`src/rtl/ghffe_pkg.sv`:
```
// Shared types and defaults for the note scheduling path.
package ghffe_pkg;

  localparam int TIME_W_DEF = 16;
  localparam int FRET_W_DEF = 5;

  typedef enum logic [2:0] {
    IDLE  = 3'd0,
    FILL  = 3'd1,
    RUN   = 3'd2,
    DRAIN = 3'd3,
    DONE  = 3'd4
  } sched_state_t;

  // One chart record at default widths ("time" is reserved, hence ntime).
  typedef struct packed {
    logic [FRET_W_DEF-1:0] fret;
    logic [TIME_W_DEF-1:0] ntime;
  } note_rec_t;

endpackage

```
`src/rtl/note_fifo.sv`:
```
// Synchronous DEPTH-entry record buffer. The head entry is read
// combinationally so the scheduler can compare it against song_time in the
// same cycle it decides to pop. Pushes while full and pops while empty are
// ignored.
module note_fifo #(
  parameter int DEPTH  = 16,
  parameter int DATA_W = 21
) (
  input  logic                     clk,
  input  logic                     reset,
  input  logic                     push,
  input  logic                     pop,
  input  logic [DATA_W-1:0]        wr_data,
  output logic [DATA_W-1:0]        rd_data,
  output logic                     full,
  output logic                     empty,
  output logic [$clog2(DEPTH):0]   count
);

  localparam int AW = $clog2(DEPTH);
  localparam logic [AW:0] FULL_CNT = (AW+1)'(DEPTH);

  logic [DATA_W-1:0] mem_q [DEPTH];
  logic [AW-1:0]     wr_ptr_q, wr_ptr_d;
  logic [AW-1:0]     rd_ptr_q, rd_ptr_d;
  logic [AW:0]       count_q, count_d;
  logic              push_ok, pop_ok;

  assign full    = (count_q == FULL_CNT);
  assign empty   = (count_q == '0);
  assign count   = count_q;
  assign rd_data = mem_q[rd_ptr_q];
  assign push_ok = push && !full;
  assign pop_ok  = pop && !empty;

  // Pointer and occupancy update; pointers wrap naturally (DEPTH is 2^AW).
  always_comb begin
    wr_ptr_d = wr_ptr_q;
    rd_ptr_d = rd_ptr_q;
    count_d  = count_q;
    if (push_ok) wr_ptr_d = wr_ptr_q + AW'(1);
    if (pop_ok)  rd_ptr_d = rd_ptr_q + AW'(1);
    case ({push_ok, pop_ok})
      2'b10:   count_d = count_q + (AW+1)'(1);
      2'b01:   count_d = count_q - (AW+1)'(1);
      default: count_d = count_q;
    endcase
  end

  // Pointer/occupancy registers; reset discards all buffered entries.
  always_ff @(posedge clk or posedge reset) begin
    if (reset) begin
      wr_ptr_q <= '0;
      rd_ptr_q <= '0;
      count_q  <= '0;
    end else begin
      wr_ptr_q <= wr_ptr_d;
      rd_ptr_q <= rd_ptr_d;
      count_q  <= count_d;
    end
  end

  // Storage array; contents need no reset since occupancy gates every read.
  always_ff @(posedge clk) begin
    if (push_ok) mem_q[wr_ptr_q] <= wr_data;
  end

endmodule

```
`src/rtl/note_scheduler.sv`:
```
// Note scheduler: buffers chart records from the loader and releases each
// one as a single-cycle strobe once song_time + LOOKAHEAD reaches its time.
// Optional build macro NOTE_SCHED_LATE_CNT_EN adds a saturating late_count
// output counting notes released after their time had already passed.
module note_scheduler
  import ghffe_pkg::*;
#(
  parameter int DEPTH     = 16,
  parameter int TIME_W    = TIME_W_DEF,
  parameter int FRET_W    = FRET_W_DEF,
  parameter int LOOKAHEAD = 1000
) (
  input  logic                     clk,
  input  logic                     reset,
  input  logic                     pause,
  input  logic [TIME_W-1:0]        song_time,
  input  logic                     in_valid,
  output logic                     in_ready,
  input  logic [FRET_W-1:0]        in_fret,
  input  logic [TIME_W-1:0]        in_time,
  input  logic                     in_last,
  output logic                     metadata_request,
  output logic                     en,
  output logic [FRET_W-1:0]        fret,
  output logic [TIME_W-1:0]        note_time,
  output logic [$clog2(DEPTH):0]   count,
  output logic                     song_done,
  output logic                     order_err
`ifdef NOTE_SCHED_LATE_CNT_EN
  ,
  output logic [7:0]               late_count
`endif
);

  localparam int CW = $clog2(DEPTH) + 1;
  localparam logic [CW-1:0]   FULL_CNT = CW'(DEPTH);
  localparam logic [CW-1:0]   HALF_CNT = CW'(DEPTH / 2);
  localparam logic [TIME_W:0] LA       = (TIME_W+1)'(LOOKAHEAD);

  sched_state_t       state_q, state_d;
  logic               last_seen_q, last_seen_d;
  logic [TIME_W-1:0]  prev_time_q, prev_time_d;
  logic               order_err_q, order_err_d;
  logic               en_q, en_d;
  logic [FRET_W-1:0]  fret_q, fret_d;
  logic [TIME_W-1:0]  note_time_q, note_time_d;

  logic [FRET_W+TIME_W-1:0] head_data;
  logic [FRET_W-1:0]        head_fret;
  logic [TIME_W-1:0]        head_time;
  logic                     fifo_full, fifo_empty;
  logic [CW-1:0]            fifo_count;

  logic handshake, in_order, push, pop, due, releasing_state;

  note_fifo #(
    .DEPTH  (DEPTH),
    .DATA_W (FRET_W + TIME_W)
  ) u_fifo (
    .clk     (clk),
    .reset   (reset),
    .push    (push),
    .pop     (pop),
    .wr_data ({in_fret, in_time}),
    .rd_data (head_data),
    .full    (fifo_full),
    .empty   (fifo_empty),
    .count   (fifo_count)
  );

  assign head_fret = head_data[FRET_W+TIME_W-1:TIME_W];
  assign head_time = head_data[TIME_W-1:0];

  // Full is taken from the registered count, so a same-cycle pop never
  // frees a slot for a push.
  assign in_ready  = !fifo_full && (state_q != IDLE) && (state_q != DONE) && !last_seen_q;
  assign handshake = in_valid && in_ready;
  // Equal times are legal: chords may arrive split across records.
  assign in_order  = (in_time >= prev_time_q);
  assign push      = handshake && in_order;

  // One bit wider than song_time so the lookahead sum cannot wrap.
  assign due             = (({1'b0, song_time} + LA) >= {1'b0, head_time});
  assign releasing_state = (state_q == RUN) || (state_q == DRAIN);
  assign pop             = !fifo_empty && !pause && releasing_state && due;

  assign en        = en_q;
  assign fret      = fret_q;
  assign note_time = note_time_q;
  assign count     = fifo_count;
  assign order_err = order_err_q;
  assign song_done = (state_q == DONE);

  // Loader request level: always in FILL, refill below half in RUN.
  always_comb begin
    metadata_request = 1'b0;
    case (state_q)
      FILL:    metadata_request = 1'b1;
      RUN:     metadata_request = (fifo_count < HALF_CNT) && !last_seen_q;
      default: metadata_request = 1'b0;
    endcase
  end

  // Next-state logic for the scheduler FSM.
  always_comb begin
    state_d = state_q;
    case (state_q)
      IDLE:  state_d = FILL;
      FILL:  if ((handshake && in_last) || (fifo_count == FULL_CNT)) state_d = RUN;
      // last_seen may already be set when FILL ended on the final record.
      RUN:   if ((handshake && in_last) || last_seen_q) state_d = DRAIN;
      DRAIN: if (fifo_empty && !push) state_d = DONE;
      DONE:  state_d = DONE;
      default: state_d = IDLE;
    endcase
  end

  // Record bookkeeping and the registered release strobe.
  always_comb begin
    last_seen_d = last_seen_q | (handshake & in_last);
    prev_time_d = push ? in_time : prev_time_q;
    order_err_d = order_err_q | (handshake & ~in_order);
    en_d        = pop;
    fret_d      = fret_q;
    note_time_d = note_time_q;
    if (pop) begin
      fret_d      = head_fret;
      note_time_d = head_time;
    end
  end

  // Scheduler state registers.
  always_ff @(posedge clk or posedge reset) begin
    if (reset) begin
      state_q     <= IDLE;
      last_seen_q <= 1'b0;
      prev_time_q <= '0;
      order_err_q <= 1'b0;
      en_q        <= 1'b0;
      fret_q      <= '0;
      note_time_q <= '0;
    end else begin
      state_q     <= state_d;
      last_seen_q <= last_seen_d;
      prev_time_q <= prev_time_d;
      order_err_q <= order_err_d;
      en_q        <= en_d;
      fret_q      <= fret_d;
      note_time_q <= note_time_d;
    end
  end

`ifdef NOTE_SCHED_LATE_CNT_EN
  logic [7:0] late_cnt_q, late_cnt_d;

  assign late_count = late_cnt_q;

  // Count releases of notes already past due, saturating at 255.
  always_comb begin
    late_cnt_d = late_cnt_q;
    if (pop && (head_time < song_time) && (late_cnt_q != 8'hFF))
      late_cnt_d = late_cnt_q + 8'd1;
  end

  // Late counter register.
  always_ff @(posedge clk or posedge reset) begin
    if (reset) late_cnt_q <= 8'd0;
    else       late_cnt_q <= late_cnt_d;
  end
`endif

endmodule

```
`config.mk`:
```
export PLATFORM = sky130hd
export DESIGN_NAME = note_scheduler
export DESIGN_NICKNAME = d
export VERILOG_FILES = /design/src/rtl/ghffe_pkg.sv /design/src/rtl/note_fifo.sv /design/src/rtl/note_scheduler.sv
export SDC_FILE = /design/constraint.sdc
export NUM_CORES = 1
export LEC_CHECK = 0
export ABC_CLOCK_PERIOD_IN_PS = 5800
export CAP_MARGIN = 20
export CORE_MARGIN = 4
export CORE_UTILIZATION = 50
export DETAILED_ROUTE_END_ITERATION = 8
export DONT_BUFFER_PORTS = 1
export SYNTH_ARGS = -nofsm -noshare
export SYNTH_HDL_FRONTEND = slang
export SYNTH_SLANG_ARGS = --single-unit
```
`constraint.sdc`:
```
create_clock -name clk -period 5.8 [get_ports clk]
set_clock_uncertainty 0.15 [all_clocks]
set_input_delay 1.16 -clock clk [delete_from_list [all_inputs] [get_ports clk]]
set_output_delay 1.16 -clock clk [all_outputs]
set_load 0.01 [all_outputs]
```
# Word-level counts from Yosys, hierarchy flattened
# Memories as Yosys holds them, arrays and structs flattened.
# Cells that the tools add are included.
# totals
ff_bits,56
ramBits,336
in_bits,42
out_inout_bits,31
elab_cells,69
mem_count,1
# classes
addsub,5
n_lt_le_gt_ge,3
n_eq_ne,11
mux,8
bitwise,5
reduce_logical,26
# memory_table
name,words,width,read_ports,rd_ports_with_merged_regs,write_ports,line,source
u_fifo.mem_q,16,21,1,0,1,note_fifo.sv:23,logic [DATA_W-1:0] mem_q [DEPTH];
# ops
operator,n
"16-bit by 10-bit adder with 17-bit output, second input constant",1
17-bit by 16-bit >= comparator with 1-bit output,1
16-bit >= comparator,1
3-bit one-hot mux with 5 select lines,1
1-bit logical AND,13
5-bit one-hot mux with 2 select lines,1
3-bit 2-to-1 mux,3
"4-bit by 1-bit adder with 4-bit output, second input constant",2
"3-bit by 2-bit == test with 1-bit output, second input constant",2
"5-bit by 1-bit adder with 5-bit output, second input constant",1
"5-bit == test, second input constant",1
1-bit logical NOT,5
5-bit logical NOT,1
"5-bit by 4-bit less-than comparator with 1-bit output, second input constant",1
"5-bit by 1-bit subtractor with 5-bit output, second input constant",1
"2-bit by 1-bit != test with 1-bit output, second input constant",2
"3-bit by 1-bit == test with 1-bit output, second input constant",1
"3-bit == test, second input constant",1
3-bit logical NOT,1
1-bit logical OR,3
"3-bit != test, second input constant",1
3-bit AND reduction,1
3-bit nonzero test,1
1-bit AND,2
8 further kinds,10

# Logic depth before layout (Yosys ltp)
# logic_depth
word_depth,11
depth_mapped,25
mapped_depth_nobuf,21

# Hierarchy
# Synthesis repeated with hierarchy kept, for this count alone.
# unflattened
hier_cells,1026
hier_area_um2,16844.9
# modules_own_cells
module,n_inst,cells_each,area_each_um2,seq_area_each_um2
note_fifo,1,698,13738.2,10415.0
note_scheduler,1,328,3106.7,1076.0

# Worst setup path after synthesis
# No wires, ideal clock.
# synth_path
kind,input port to flip-flop
from,input song_time[8]
to,register u_fifo.count_q[4] (netlist: u_fifo.count[4])
setup_ns,0.128
t_arrival_ns,4.989
t_required_ns,5.522
setup_slack_ns,0.533
stages,23
n_path_buf,3
path_cell_list,or4_1 > o31ai_1 > nor2_1 > xor2_1 > ha_1 > nand2_1 > nor4_1 > a21oi_1 > and4b_1 > buf_6 > or2_1 > buf_6 > buf_4 > inv_1 > ha_1 > inv_1 > fa_1 > inv_1 > a21o_1 > a21oi_1 > xnor2_1 > nor2_1 > xor2_1
# synth_between
elab_chain_len,6
elab_cells_between_ends,8
cone_classes,add/sub (1); order compare (1); eq/ne (2); mux (1); reduce/logical (3)
# synth_lines
item,line,source
start: declaration,note_scheduler.sv:16,"input logic [TIME_W-1:0] song_time,"
16-bit by 10-bit adder with 17-bit output *,note_scheduler.sv:83,"assign due = (({1'b0, song_time} + LA) >= {1'b0, head_time});"
17-bit by 16-bit >= comparator with 1-bit output *,note_scheduler.sv:83,
1-bit logical AND *,note_scheduler.sv:85,assign pop = !fifo_empty && !pause && releasing_state && due;
1-bit logical AND *,note_fifo.sv:34,assign pop_ok = pop && !empty;
net u_fifo.pop_ok,note_fifo.sv:27,"logic push_ok, pop_ok;"
2-bit by 1-bit == test with 1-bit output or 2-bit == test (tied branches),note_fifo.sv:43,"case ({push_ok, pop_ok})"
5-bit one-hot mux with 2 select lines or 2-bit nonzero test (tied branches),--,
end signal: assignment,note_fifo.sv:59,count_q <= count_d;
end: declaration,note_fifo.sv:26,"logic [AW:0] count_q, count_d;"
# The timed path passes the listed nets; every way through them passes the cells marked *.
# A chain may end at the register's enable or synchronous reset.

# Worst setup path in the final report
# layout_path
from,register u_fifo.rd_ptr_q[0]
to,register u_fifo.count_q[4] (netlist: u_fifo.count[4])
# layout_between
elab_chain_len,6
elab_cells_between_ends,8
cone_classes,order compare (1); eq/ne (2); mux (1); reduce/logical (3); memory (1)
# layout_lines
item,line,source
start: declaration,note_fifo.sv:25,"logic [AW-1:0] rd_ptr_q, rd_ptr_d;"
start signal: assignment,note_fifo.sv:58,rd_ptr_q <= rd_ptr_d;
memory 16 x 21 bit *,--,
17-bit by 16-bit >= comparator with 1-bit output *,note_scheduler.sv:83,
1-bit logical AND *,note_scheduler.sv:85,
1-bit logical AND *,note_fifo.sv:34,
net u_fifo.pop_ok,note_fifo.sv:27,
2-bit by 1-bit == test with 1-bit output or 2-bit == test (tied branches),note_fifo.sv:43,
5-bit one-hot mux with 2 select lines or 2-bit nonzero test (tied branches),--,
# Marked as above.

==> results.md <==
- Met3 usage: under 10%
- Measured slew at the worst slew-check pin: 1.044 ns
- Post-synthesis instance total: 827
- Top-count cell post-synth: edfxtp_1
- Via count: roughly 8000
- Number of synthesized register bits: 392
- Final ANT Viol Nets: 0
- Synthesized cell area: 16190 µm²
- Post-synth EDFFs: 336
- Largest net degree at the start of global routing: 57
- Drt initial violations: 694
- R2r setup slk: about 0.75 ns
- Cell taking the most area after synthesis: edfxtp_1
- Asr flop ratio synth: 14.29%
- Clock buffer depth: 3
- CP startpoint: u_fifo.rd_ptr_q[0]
- Post_cts resized: 0
- Net count after synthesis: 912
- Synth Flop Type: edfxtp_1
- Final min period: 5.049 ns
- Die width: ~190 µm
- Ranking of synthesized cells by area: edfxtp_1, mux4_2, dfrtp_1
- Gr busiest metal: met2
- Final setup TNS: 0 ns
- Fin crit share: between 80% and 90%
- Critical Setup Path Class: reg -> reg
- Worst endpoint required time: 6.05 ns
- # diodes: 0
- Initial antenna violation count: 0
- Hold path start: prev_time_q[12]
- Cell Count, Final, Fillers Out: 1300
- Clk root buf: clkbuf_16
- Hold path cells: 1
- Commonest cells post-synth: edfxtp_1, mux4_2, dfrtp_1
- # IOs: 73
- DR pass1 iterations: 5
- Slew margin rel.: 28.62%
- P_leak: 6.273 nW
- Fin area: between 15000 and 20000 µm²
- Worst slack at placement: 0.4569 ns
- Initial Util: 51.05%
- GRT Residual Overflow: 0
- Htree depth: 2
- Port Buf Inserts: 0
- Placed Cells: 1228
- Worst reg-to-reg path cell count: 20
- Area after DPL: 16860 µm²
- Layout area overhead: 12.08%
- # rows: 65
- Synth Warn #: 0
- Critical path fanouts, max: 21
- Peak supply drop: roughly 210 µV
- CTS Sinks: 392
- Post-synth top area share: 62.31%
- WHS: between 0.3 and 0.4 ns
- Core area: 31720 µm²
- Grt met2 use: 32.53%
- Die area: ~35000 µm²
- CP arrival: between 5 and 6 ns
- Residual DRC: 0
- Distinct cells, synth: between 50 and 60
- Hold-fix buffers at CTS: 0
- Achievable Freq: 0.1981 GHz
- RSZ-0062 raised after global routing: false
- Drt total wl: 34900 µm
- Die height: 188.0 µm
- Clock-pin slew on the worst setup and hold paths: 0.06 ns
- DP HPWL: 20770 µm
- Clock latency on the worst-skew pair: 0.53 ns
- Post-CTS setup buffers: 0
- Max cap viols: 0
- GRT Resource Usage Total: 19.96%
- R2R Path Start: u_fifo.rd_ptr_q[0]
- Vias per Instance: 6.101
- Layout cell share with drive strength beyond 1: 26.50%
- Gpl congestion: 0.8140
- Hold Crit Class: reg -> reg
- Fin nets: 954
- Mean post-synth cell area: 19.58 µm²
- TritonCTS clock tree: built
- GR Util met1: between 20% and 30%
- Num CTS Buffers: just over 40
- Setup violators final: 0
- Critical path endpoint category: flop
- Pwr Density: 441.7 nW/µm²
- Worst setup margin: around 0.75 ns
- Wire length per cell: 26.85 µm
- Max Slew Vio Count: 0
- Post-synthesis sequential area ratio: 70.96%
- Number of global-route vias before repair: 8442
- Outcome: finished clean
- Global-route wire length before repair: about 53000 µm
- CP Launch Type: flop
- Final hold vios: 0
-- layer usage --
layer | up-vias | part of all wire (%)
met4 | 0 | 2.0
li1 | 3435 | -
met5 | - | 0
met2 | 248 | 49
met3 | 56 | 5.9
met1 | 4192 | 43
-- power breakdown --
part           total, mW  internal (mW)  switching [mW]  leakage [nW]
clock               2.50           1.47            1.03         0.638
combinational       1.97           1.04           0.934          1.93
sequential          3.55           3.26           0.287          3.71
total               8.02           5.76            2.25          6.27
-- flip-flops by register name (all words and copies together) (netlist names) --
name,count
u_fifo.mem_q,336
note_time,16
prev_time_q,16
fret,5
u_fifo.count,5
u_fifo.rd_ptr_q,4
u_fifo.wr_ptr_q,4
state_q,3
en,1
last_seen_q,1
order_err,1
-- logic make-up after synthesis --
kind of cell / count (synthesis) / share of synthesized area (%)
AO/OA/AOI/OAI: 78 / 2.959
flip-flops: 392 / 70.96
adder cells (fa/ha/maj): 43 / 3.369
buffers and inverters: 85 / 2.341
AND/OR/NAND/NOR: 77 / 2.797
XOR/XNOR: 22 / 1.190
multiplexers: 130 / 16.38
-- final cells by class --
type | instances | area [µm²]
clock buffer | 50 | 1122
fill | 2361 | 13570
timing repair buffer | 37 | 315.3
sequential | 392 | 11500
multi-input combinational | 350 | 4364
inverter | 47 | 176.4
tap | 402 | 503.0
clock inverter | 22 | 170.2
-- layout by cell type (no fill, tap or decap), types with 3 or more instances in the layout --
cell and n:
a21o_1 7, mux2_2 22, buf_12 3, ha_1 42, mux4_2 105, edfxtp_1 336
xnor2_1 10, dfrtp_1 54, clkbuf_16 43, buf_4 34, and4_1 4, nand2_1 16
clkbuf_1 5, o21ai_0 36, nor3_1 7, nand4_1 5, and4b_1 7, a211oi_1 4
nand3_1 5, a21oi_1 12, and3_1 5, clkinv_2 10, clkinv_1 5, xor2_1 12
nor2_1 14, inv_1 46
-- critical path, cell delays in order, from the launching register on --
cell	delay [ns]
dfrtp_4	0.57
buf_4	0.44
mux4_2	0.58
mux4_2	0.47
inv_1	0.10
ha_1	0.17
nand2_1	0.08
nor4_1	0.30
a21oi_1	0.09
and4b_1	0.20
or2_1	0.26
inv_1	0.08
ha_1	0.22
inv_1	0.11
fa_1	0.41
inv_1	0.07
a21o_1	0.11
a21oi_1	0.08
xnor2_1	0.20
nor2_1	0.07
xor2_1	0.14
-- final timing paths --
check                                     end
min                           prev_time_q[12]
min reg2reg                   prev_time_q[12]
max                           u_fifo.count[4]
max in group asynchronous  u_fifo.rd_ptr_q[0]
min in group asynchronous     u_fifo.count[4]
max reg2reg                   u_fifo.count[4]
-- through the flow --
step / total power, mW / util [%]
after floorplan: 5.055 / -
after global placement: 5.538 / 53.15
after detailed placement: 5.604 / 53.15
after CTS: 8.103 / 57.22
after global routing: 8.432 / 57.22
final: 8.016 / 57.22
No activity file was read; power rests on OpenSTA's default activity.
